`src/rtl/menu_cmd_arbiter.sv`:
```
// Menu front end: merges debounced buttons and UART command bytes into one (lr_idx, ud_idx) state.
// Button edges take priority over queued UART bytes. A blocked byte stays at the FIFO head.
module menu_cmd_arbiter #(
    parameter int LR_STATES  = 4,
    parameter int UD_STATES  = 4,
    parameter int LR_W       = 2,
    parameter int UD_W       = 2,
    parameter int FIFO_DEPTH = 4,
    parameter bit WRAP       = 1'b1
) (
    input  logic                          clk,
    input  logic                          rst_n,
    input  logic                          btn_l,
    input  logic                          btn_r,
    input  logic                          btn_u,
    input  logic                          btn_d,
    input  logic                          uart_rvalid,
    input  logic [7:0]                    uart_rdata,
    output logic                          uart_ren,
    output logic [LR_W-1:0]               lr_idx,
    output logic [UD_W-1:0]               ud_idx,
    output logic                          cmd_strobe,
    output logic                          uart_seen,
    output logic                          fifo_ovf,
    output logic [$clog2(FIFO_DEPTH):0]   fifo_level
);
    localparam int PTR_W = $clog2(FIFO_DEPTH);
    localparam int LVL_W = PTR_W + 1;

    typedef enum logic [1:0] {G_IDLE, G_ACK, G_HOLD1, G_HOLD2} guard_t;

    guard_t            guard_q, guard_d;
    logic              capture;
    logic [3:0]        btn, btn_q, btn_edge;
    logic              any_edge;
    logic [7:0]        mem [FIFO_DEPTH];
    logic [PTR_W-1:0]  wr_ptr, rd_ptr;
    logic              fifo_full, fifo_empty, push, pop;
    logic [7:0]        head, digit;
    logic [LR_W-1:0]   lr_next;
    logic [UD_W-1:0]   ud_next;

    function automatic logic [LR_W-1:0] lr_step(input logic [LR_W-1:0] v, input logic up);
        if (up) begin
            if (int'(v) == LR_STATES - 1) return WRAP ? '0 : v;
            return v + LR_W'(1);
        end
        if (v == '0) return WRAP ? LR_W'(LR_STATES - 1) : v;
        return v - LR_W'(1);
    endfunction

    function automatic logic [UD_W-1:0] ud_step(input logic [UD_W-1:0] v, input logic up);
        if (up) begin
            if (int'(v) == UD_STATES - 1) return WRAP ? '0 : v;
            return v + UD_W'(1);
        end
        if (v == '0) return WRAP ? UD_W'(UD_STATES - 1) : v;
        return v - UD_W'(1);
    endfunction

    // Capture guard: one ack cycle, then two cycles for the UART to drop rvalid
    always_ff @(posedge clk or negedge rst_n) begin
        if (!rst_n) guard_q <= G_IDLE;
        else        guard_q <= guard_d;
    end

    always_comb begin
        guard_d = guard_q;
        case (guard_q)
            G_IDLE:  if (uart_rvalid) guard_d = G_ACK;
            G_ACK:   guard_d = G_HOLD1;
            G_HOLD1: guard_d = G_HOLD2;
            default: guard_d = G_IDLE;
        endcase
    end

    always_comb begin
        uart_ren = (guard_q == G_ACK);
        capture  = (guard_q == G_IDLE) && uart_rvalid;
    end

    assign btn        = {btn_d, btn_u, btn_r, btn_l};
    assign btn_edge   = btn & ~btn_q;
    assign any_edge   = |btn_edge;
    assign fifo_full  = (fifo_level == LVL_W'(FIFO_DEPTH));
    assign fifo_empty = (fifo_level == '0);
    assign push       = capture && !fifo_full;
    assign pop        = !fifo_empty && !any_edge;
    assign head       = mem[rd_ptr];
    assign digit      = head - 8'h30;

    // Byte storage carries no reset; occupancy is tracked by the pointers and level
    always_ff @(posedge clk) begin
        if (push) mem[wr_ptr] <= uart_rdata;
    end

    always_ff @(posedge clk or negedge rst_n) begin
        if (!rst_n) begin
            wr_ptr     <= '0;
            rd_ptr     <= '0;
            fifo_level <= '0;
            uart_seen  <= 1'b0;
            fifo_ovf   <= 1'b0;
        end else begin
            if (push) wr_ptr <= wr_ptr + PTR_W'(1);
            if (pop)  rd_ptr <= rd_ptr + PTR_W'(1);
            case ({push, pop})
                2'b10:   fifo_level <= fifo_level + LVL_W'(1);
                2'b01:   fifo_level <= fifo_level - LVL_W'(1);
                default: fifo_level <= fifo_level;
            endcase
            if (capture)              uart_seen <= 1'b1;
            if (capture && fifo_full) fifo_ovf  <= 1'b1;
        end
    end

    always_comb begin
        lr_next = lr_idx;
        ud_next = ud_idx;
        if (any_edge) begin
            if (btn_edge[0] != btn_edge[1]) lr_next = lr_step(lr_idx, btn_edge[1]);
            if (btn_edge[2] != btn_edge[3]) ud_next = ud_step(ud_idx, btn_edge[3]);
        end else if (pop) begin
            case (head)
                "L", "l": lr_next = lr_step(lr_idx, 1'b0);
                "R", "r": lr_next = lr_step(lr_idx, 1'b1);
                "U", "u": ud_next = ud_step(ud_idx, 1'b0);
                "D", "d": ud_next = ud_step(ud_idx, 1'b1);
                default: begin
                    // Digits select a page directly and restart at the first item
                    if (head >= 8'h30 && head <= 8'h39 && int'(digit) < LR_STATES) begin
                        lr_next = LR_W'(digit);
                        ud_next = '0;
                    end
                end
            endcase
        end
    end

    always_ff @(posedge clk or negedge rst_n) begin
        if (!rst_n) begin
            btn_q      <= '0;
            lr_idx     <= '0;
            ud_idx     <= '0;
            cmd_strobe <= 1'b0;
        end else begin
            btn_q      <= btn;
            lr_idx     <= lr_next;
            ud_idx     <= ud_next;
            cmd_strobe <= (lr_next != lr_idx) || (ud_next != ud_idx);
        end
    end
endmodule

```
`config.mk`:
```
export PLATFORM = sky130hd
export DESIGN_NAME = menu_cmd_arbiter
export DESIGN_NICKNAME = d
export VERILOG_FILES = /design/src/rtl/menu_cmd_arbiter.sv
export SDC_FILE = /design/constraint.sdc
export NUM_CORES = 1
export LEC_CHECK = 0
export BUFFER_PORTS_ARGS = -buffer_cell sky130_fd_sc_hd__buf_4
export CAP_MARGIN = 5
export CELL_PAD_IN_SITES_DETAIL_PLACEMENT = 1
export CELL_PAD_IN_SITES_GLOBAL_PLACEMENT = 1
export CORE_MARGIN = 4
export CORE_UTILIZATION = 39
export DETAILED_ROUTE_END_ITERATION = 8
export HOLD_SLACK_MARGIN = 0.06
export PLACE_DENSITY_LB_ADDON = 0.1
export SETUP_SLACK_MARGIN = 0.2
export SLEW_MARGIN = 10
export SYNTH_ARGS = -nofsm -noshare
export SYNTH_HDL_FRONTEND = slang
export SYNTH_SLANG_ARGS = --single-unit
export TNS_END_PERCENT = 1
```
`constraint.sdc`:
```
create_clock -name clk -period 2.91 [get_ports clk]
set_clock_uncertainty 0.15 [all_clocks]
set_input_delay 0.582 -clock clk [delete_from_list [all_inputs] [get_ports clk]]
set_output_delay 0.582 -clock clk [all_outputs]
set_load 0.05 [all_outputs]
```
# Word level (Yosys, flattened, before mapping)
# Memory sizes are Yosys's and may differ from the RTL's.
# Index checks and enable logic that the tools add are counted.
# W data, S select, Z words.
# totals
output_inout_bits,11
inputBits,15
n_memories,1
ram_bits,32
reg_bits,20
# memory_table
name,words,word_bits,read_ports,rd_clocked_by_memory_dff,wr,line,text
mem,4,8,1,0,1,36,logic [7:0] mem [FIFO_DEPTH];
# op_classes
addsub,9
eq_ne,20
muxes,87
n_reduce_logical,22
order_cmp,3
bitwise_logic,2
# op_table
operator,n
$mux W2,33
$eq A8 B7 Y1 const B,8
$mux W1,50
$pmux W2 S3,3
$reduce_or A4 Y1,3
$add A2 B1 Y2 const B,4
$eq A2 B1 Y1 const B,4
$ge A8 B6 Y1 const B,1
$le A8 B6 Y1 const B,1
$lt A8 B3 Y1 const B,1
$reduce_or A2 Y1,4
$sub A8 B6 Y8 const B,1
$logic_and A1 B1 Y1,6
$logic_not A2 Y1,3
$pmux W3 S2,1
$and A4 B4 Y4,1
$eq A2 B2 Y1 const B,2
$ne A2 B2 Y1,2
$not A4 Y4,1
$sub A2 B1 Y2 const B,2
$add A3 B1 Y3 const B,1
$eq A3 B3 Y1 const B,1
$logic_not A1 Y1,3
$logic_not A3 Y1,1
other kinds (5),6

# Longest topological paths before layout
# depth
depth_word,18
ltp_mapped,11
mapped_depth_nobuf,11

# Worst setup path before layout
# OpenSTA, ideal clock, no wires.
# synth_path
path_type,register to register
from,register ud_idx[0]
to,register cmd_strobe
period_less_slack_ns,2.729
setup_time_ns,0.118
arrival_time_ns,2.461
required_ns,2.642
stages_incl_launch_ff,10
path_slack_ns,0.181
path_cell_list,dfrtp_1 -> inv_1 -> ha_1 -> xor2_1 -> o31a_1 -> o21ai_0 -> a21boi_0 -> a221o_1 -> a211o_1 -> a21o_1
# synth_between
elab_chain_cells,14
elab_cells_between_ends,39
# synth_lines
element,line,text
"start, declared",21,"output logic [UD_W-1:0] ud_idx,"
"start signal, assigned",149,ud_idx <= ud_next;
$eq A2 B1 Y1,54,if (int'(v) == UD_STATES - 1) return WRAP ? '0 : v;
$mux W1,54,
$mux W1 (on tied branches),"124, 53",
$mux W1 (on tied branches),"123, 122",
$mux W1,120,if (any_edge) begin
$mux W2,55,return v + UD_W'(1);
$mux W2 (on tied branches),"57, 53",
$mux W2 (on tied branches),"58, 57",
$mux W2 (on tied branches),"57, 58",
$pmux W2 S3 or $mux W2 (tied branches),"124, 57",
$mux W2 (on tied branches),"123, 122",
$mux W2,120,
$ne A2 B2 Y1 (*),150,cmd_strobe <= (lr_next != lr_idx) || (ud_next != ud_idx);
$logic_or A1 B1 Y1 (*),150,
"end signal, assigned",150,
"end, declared",22,"output logic cmd_strobe,"
# Every way passes the cells marked *; elsewhere a longest branch is shown, timed or not. The select of a mux whose other input is x is not followed.
# A chain may end at the register's enable or synchronous reset.

# Worst setup path in the final report
# layout_path
from,register rd_ptr[0]
to,register cmd_strobe
# layout_between
elab_chain_cells,10
elab_cells_between_ends,32
# layout_lines
element,line,text
"start, declared",37,"logic [PTR_W-1:0] wr_ptr, rd_ptr;"
"start signal, assigned",106,if (pop) rd_ptr <= rd_ptr + PTR_W'(1);
$mem_v2 Z4 W8 (*),n/a,
"$sub A8 B6 Y8, or another cell as far along",90,assign digit = head - 8'h30;
$lt A8 B3 Y1 or $logic_and A1 B1 Y1 (tied branches),131,if (head >= 8'h30 && head <= 8'h39 && int'(digit) < LR_STATES) begin
$logic_and A1 B1 Y1,131,
$mux W2,131,
$pmux W2 S3,124,case (head)
$mux W2,123,end else if (pop) begin
$mux W2,120,
$ne A2 B2 Y1,150,
$logic_or A1 B1 Y1 (*),150,
# Every way passes the cells marked *; elsewhere a longest branch is shown, timed or not.

==> impl_metrics.json <==
{
  "powerDensity_mw_per_mm2": 1010,
  "dr.pass1.iters": 4,
  "synth_cells": 200,
  "synth.distinct_cells": 52,
  "final-seq-area_mm2": 0.00146,
  "cp_max_fo": 9,
  "synth-seq-cells": 52,
  "num-nets-final": 271,
  "synth_area_leaders": "edfxtp_1 36%, dfrtp_1 19%, ha_1 7.1%, mux4_2 6.0%, nand2_1 2.3%",
  "utilization_pct": 48.3,
  "worstSkewPairLatency_ns": 0.31,
  "layout_common_cells": "33 x buf_4, 32 x edfxtp_1, 19 x dfrtp_1",
  "power.leakage_uw": 0.00123,
  "cp.arrival_ns": 2.73,
  "cts.sinks": 52,
  "slew_viol_final": 0,
  "cts.clk_slew.worst_paths_ns": 0.10,
  "post-route-period-util_pct": 91.6,
  "rr_endpoint": "cmd_strobe",
  "place_area_mm2": 0.00297,
  "fmax_ghz": 0.375,
  "drc": 0,
  "tightest_slew_ns": 0.461,
  "drive_above_1_share_pct": 25.7,
  "min_to": "btn_q[0]",
  "outcome": "complete, no violations",
  "die_w_um": 90.4,
  "dieArea_mm2": 0.00817,
  "p_comb_share_pct": 51.3,
  "synth_seq_area_share_pct": 55.2,
  "post-place-cells": 306,
  "clockPowerShare_pct": 13.9,
  "final_common_cell": "buf_4",
  "multi_input_area_mm2": 0.00113,
  "wirelength_um": 5720,
  "p_sw_share_pct": 43.2,
  "via_per_inst": 5.40,
  "grt_max_degree": 21,
  "rsz0062_at_grt": "true",
  "seqPwrFrac_pct": 34.8,
  "hp-class": "primary input to flop",
  "rr_startpoint": "rd_ptr[0]",
  "syn-num-nets": 231,
  "synth_top_cell_by_area": "edfxtp_1",
  "period_minus_slack_ns": 2.67,
  "grt_pass1_vias": 1963,
  "vdd_ir_drop_max_v": 0.000360,
  "synth_ff_type": "edfxtp_1",
  "ff2ff_setup_slack_ns": 0.24,
  "synth_edf_count": 32,
  "cp-end-kind": "flop",
  "yosys.area.top_type_share_pct": 36.3,
  "portBuffers": 25,
  "worstHoldStart": "btn_l",
  "async_flop_share_pct": 38.5,
  "tritoncts": "yes",
  "hold_violations": 0,
  "dp_hpwl_um": 4390,
  "numCtsBuffers": 5,
  "p_sw_uw": 1360,
  "yosysWarnings": 0,
  "finalSetupViolations": 0,
  "fillers": 666,
  "start_util_pct": 41.0,
  "overflow": 0,
  "ant_nets": 0,
  "worst-r2r-cell-count": 8,
  "grtUsageTotal_pct": 15.1,
  "maxCapViolCount": 0,
  "setup_tns_ns": 0,
  "ioPinCount": 26,
  "layout-area-overhead-vs-synth_pct": 17.9,
  "wl_per_cell_um": 18.0,
  "cts-root-buf": "clkbuf_8",
  "worstPathRequired_ns": 2.97,
  "intPower_uw": 1790,
  "grt_pass1_wl_um": 9890,
  "path_class": "flop to flop",
  "hold_depth": 1,
  "hold_ws_ns": 0.230,
  "die_y_um": 90.4,
  "netlist_area_mm2": 0.00265,
  "final_cells": 318,
  "h-tree-depth": 2,
  "cts_buffer_depth": 2,
  "final_area_mm2": 0.00312,
  "synth.avg_cell_area_um2": 13.2,
  "coreArea_mm2": 0.00646,
  "gp_routability_congestion": 0.858,
  "first_iter_violations": 44,
  "antenna_found_initial": 0,
  "relSlewSlack_pct": 69.3,
  "antenna_cells": 0,
  "rows": 29,
  "start_kind": "flop",
  "vias": 1717
}
## power groups by stage
stage	combinational (uW)	clock, uW	sequential (uW)
2_1_floorplan	933	0	1290
3_3_place_gp	1510	0	1100
3_5_place_dp	1580	0	1120
4_1_cts	1590	456	1100
5_1_grt	1780	489	1120
6_report	1620	438	1100
## per-stage QoR
step | setup slack [ns] | total power (uW)
after global placement | 0.145 | 2610
after detailed placement | 0.0486 | 2700
after floorplan | 0.216 | 2220
after global routing | 0.127 | 3390
final | 0.244 | 3150
after CTS | 0.225 | 3150
## worst max path at each step
stage               slack [ns]       endpoint  cells past startpoint       from
floorplan                 0.22     cmd_strobe                      8  lr_idx[0]
global placement          0.15  fifo_level[2]                     11      btn_r
detailed placement        0.05  fifo_level[2]                     11      btn_r
CTS                       0.23     cmd_strobe                      8  rd_ptr[0]
global route              0.13     cmd_strobe                      8  rd_ptr[0]
finish                    0.24     cmd_strobe                      8  rd_ptr[0]
## per-layer routing
metal	share of wire [%]	GRT usage, %	up-vias
met2	54	26.7	23
met5	0	0	-
met1	42	18.6	867
li1	-	-	825
met4	0.51	4.21	0
met3	2.7	3.00	2
## worst max-delay path, cell delays in order, from the launching register on
cell      delay (ns)
dfrtp_1         0.41
buf_12          0.15
mux4_2          0.56
nor4b_4         0.41
nand2_2         0.15
o221ai_2        0.22
nor3_2          0.06
a211o_1         0.30
a21o_1          0.15
## sequential cells by signal, summed over array words and instances, names as in the netlist, 2 cells and up
name,cells
btn_q,4
fifo_level,3
guard_q,2
lr_idx,2
mem,32
rd_ptr,2
ud_idx,2
wr_ptr,2
## cell usage after synthesis (2+ instances only)
cell type,instances
a211oi_1,3
a21o_1,2
a21oi_1,6
a31oi_1,3
and2_1,4
and3b_1,2
dfrtp_1,20
edfxtp_1,32
ha_1,15
inv_1,14
mux2i_1,3
mux4_2,7
nand2_1,16
nand2_2,2
nand2b_1,6
nand3_1,2
nand3b_1,2
nand4_1,2
nor2_1,7
nor3_1,3
nor4b_4,2
o211ai_1,3
o21ai_0,6
o22ai_1,2
xnor2_1,5
xor2_1,5
## final cells by class
cell class | instances | share of cell area (%)
multi-input combinational | 131 | 36.3
timing repair buffer | 35 | 8.90
tap | 77 | 3.09
clock buffer | 5 | 2.20
clock inverter | 3 | 0.882
sequential | 52 | 46.9
inverter | 15 | 1.80
## what timing repair did
action                                  CTS  global route
gates resized for setup                   0             4
endpoints found under the setup margin    0             2
hold endpoints to repair                 20             0
buffers inserted                          0             3
hold buffers                              1             0
## cells by family after synthesis
group	synth area share, %
AOI/OAI and AO/OA	10.2
buffers and inverters	2.74
xor gates and xnor gates	3.31
adders and majority gates	7.85
muxes	8.08
and+or+nand+nor	12.6
DFF	55.2
No activity file was read; power rests on OpenSTA's default activity.
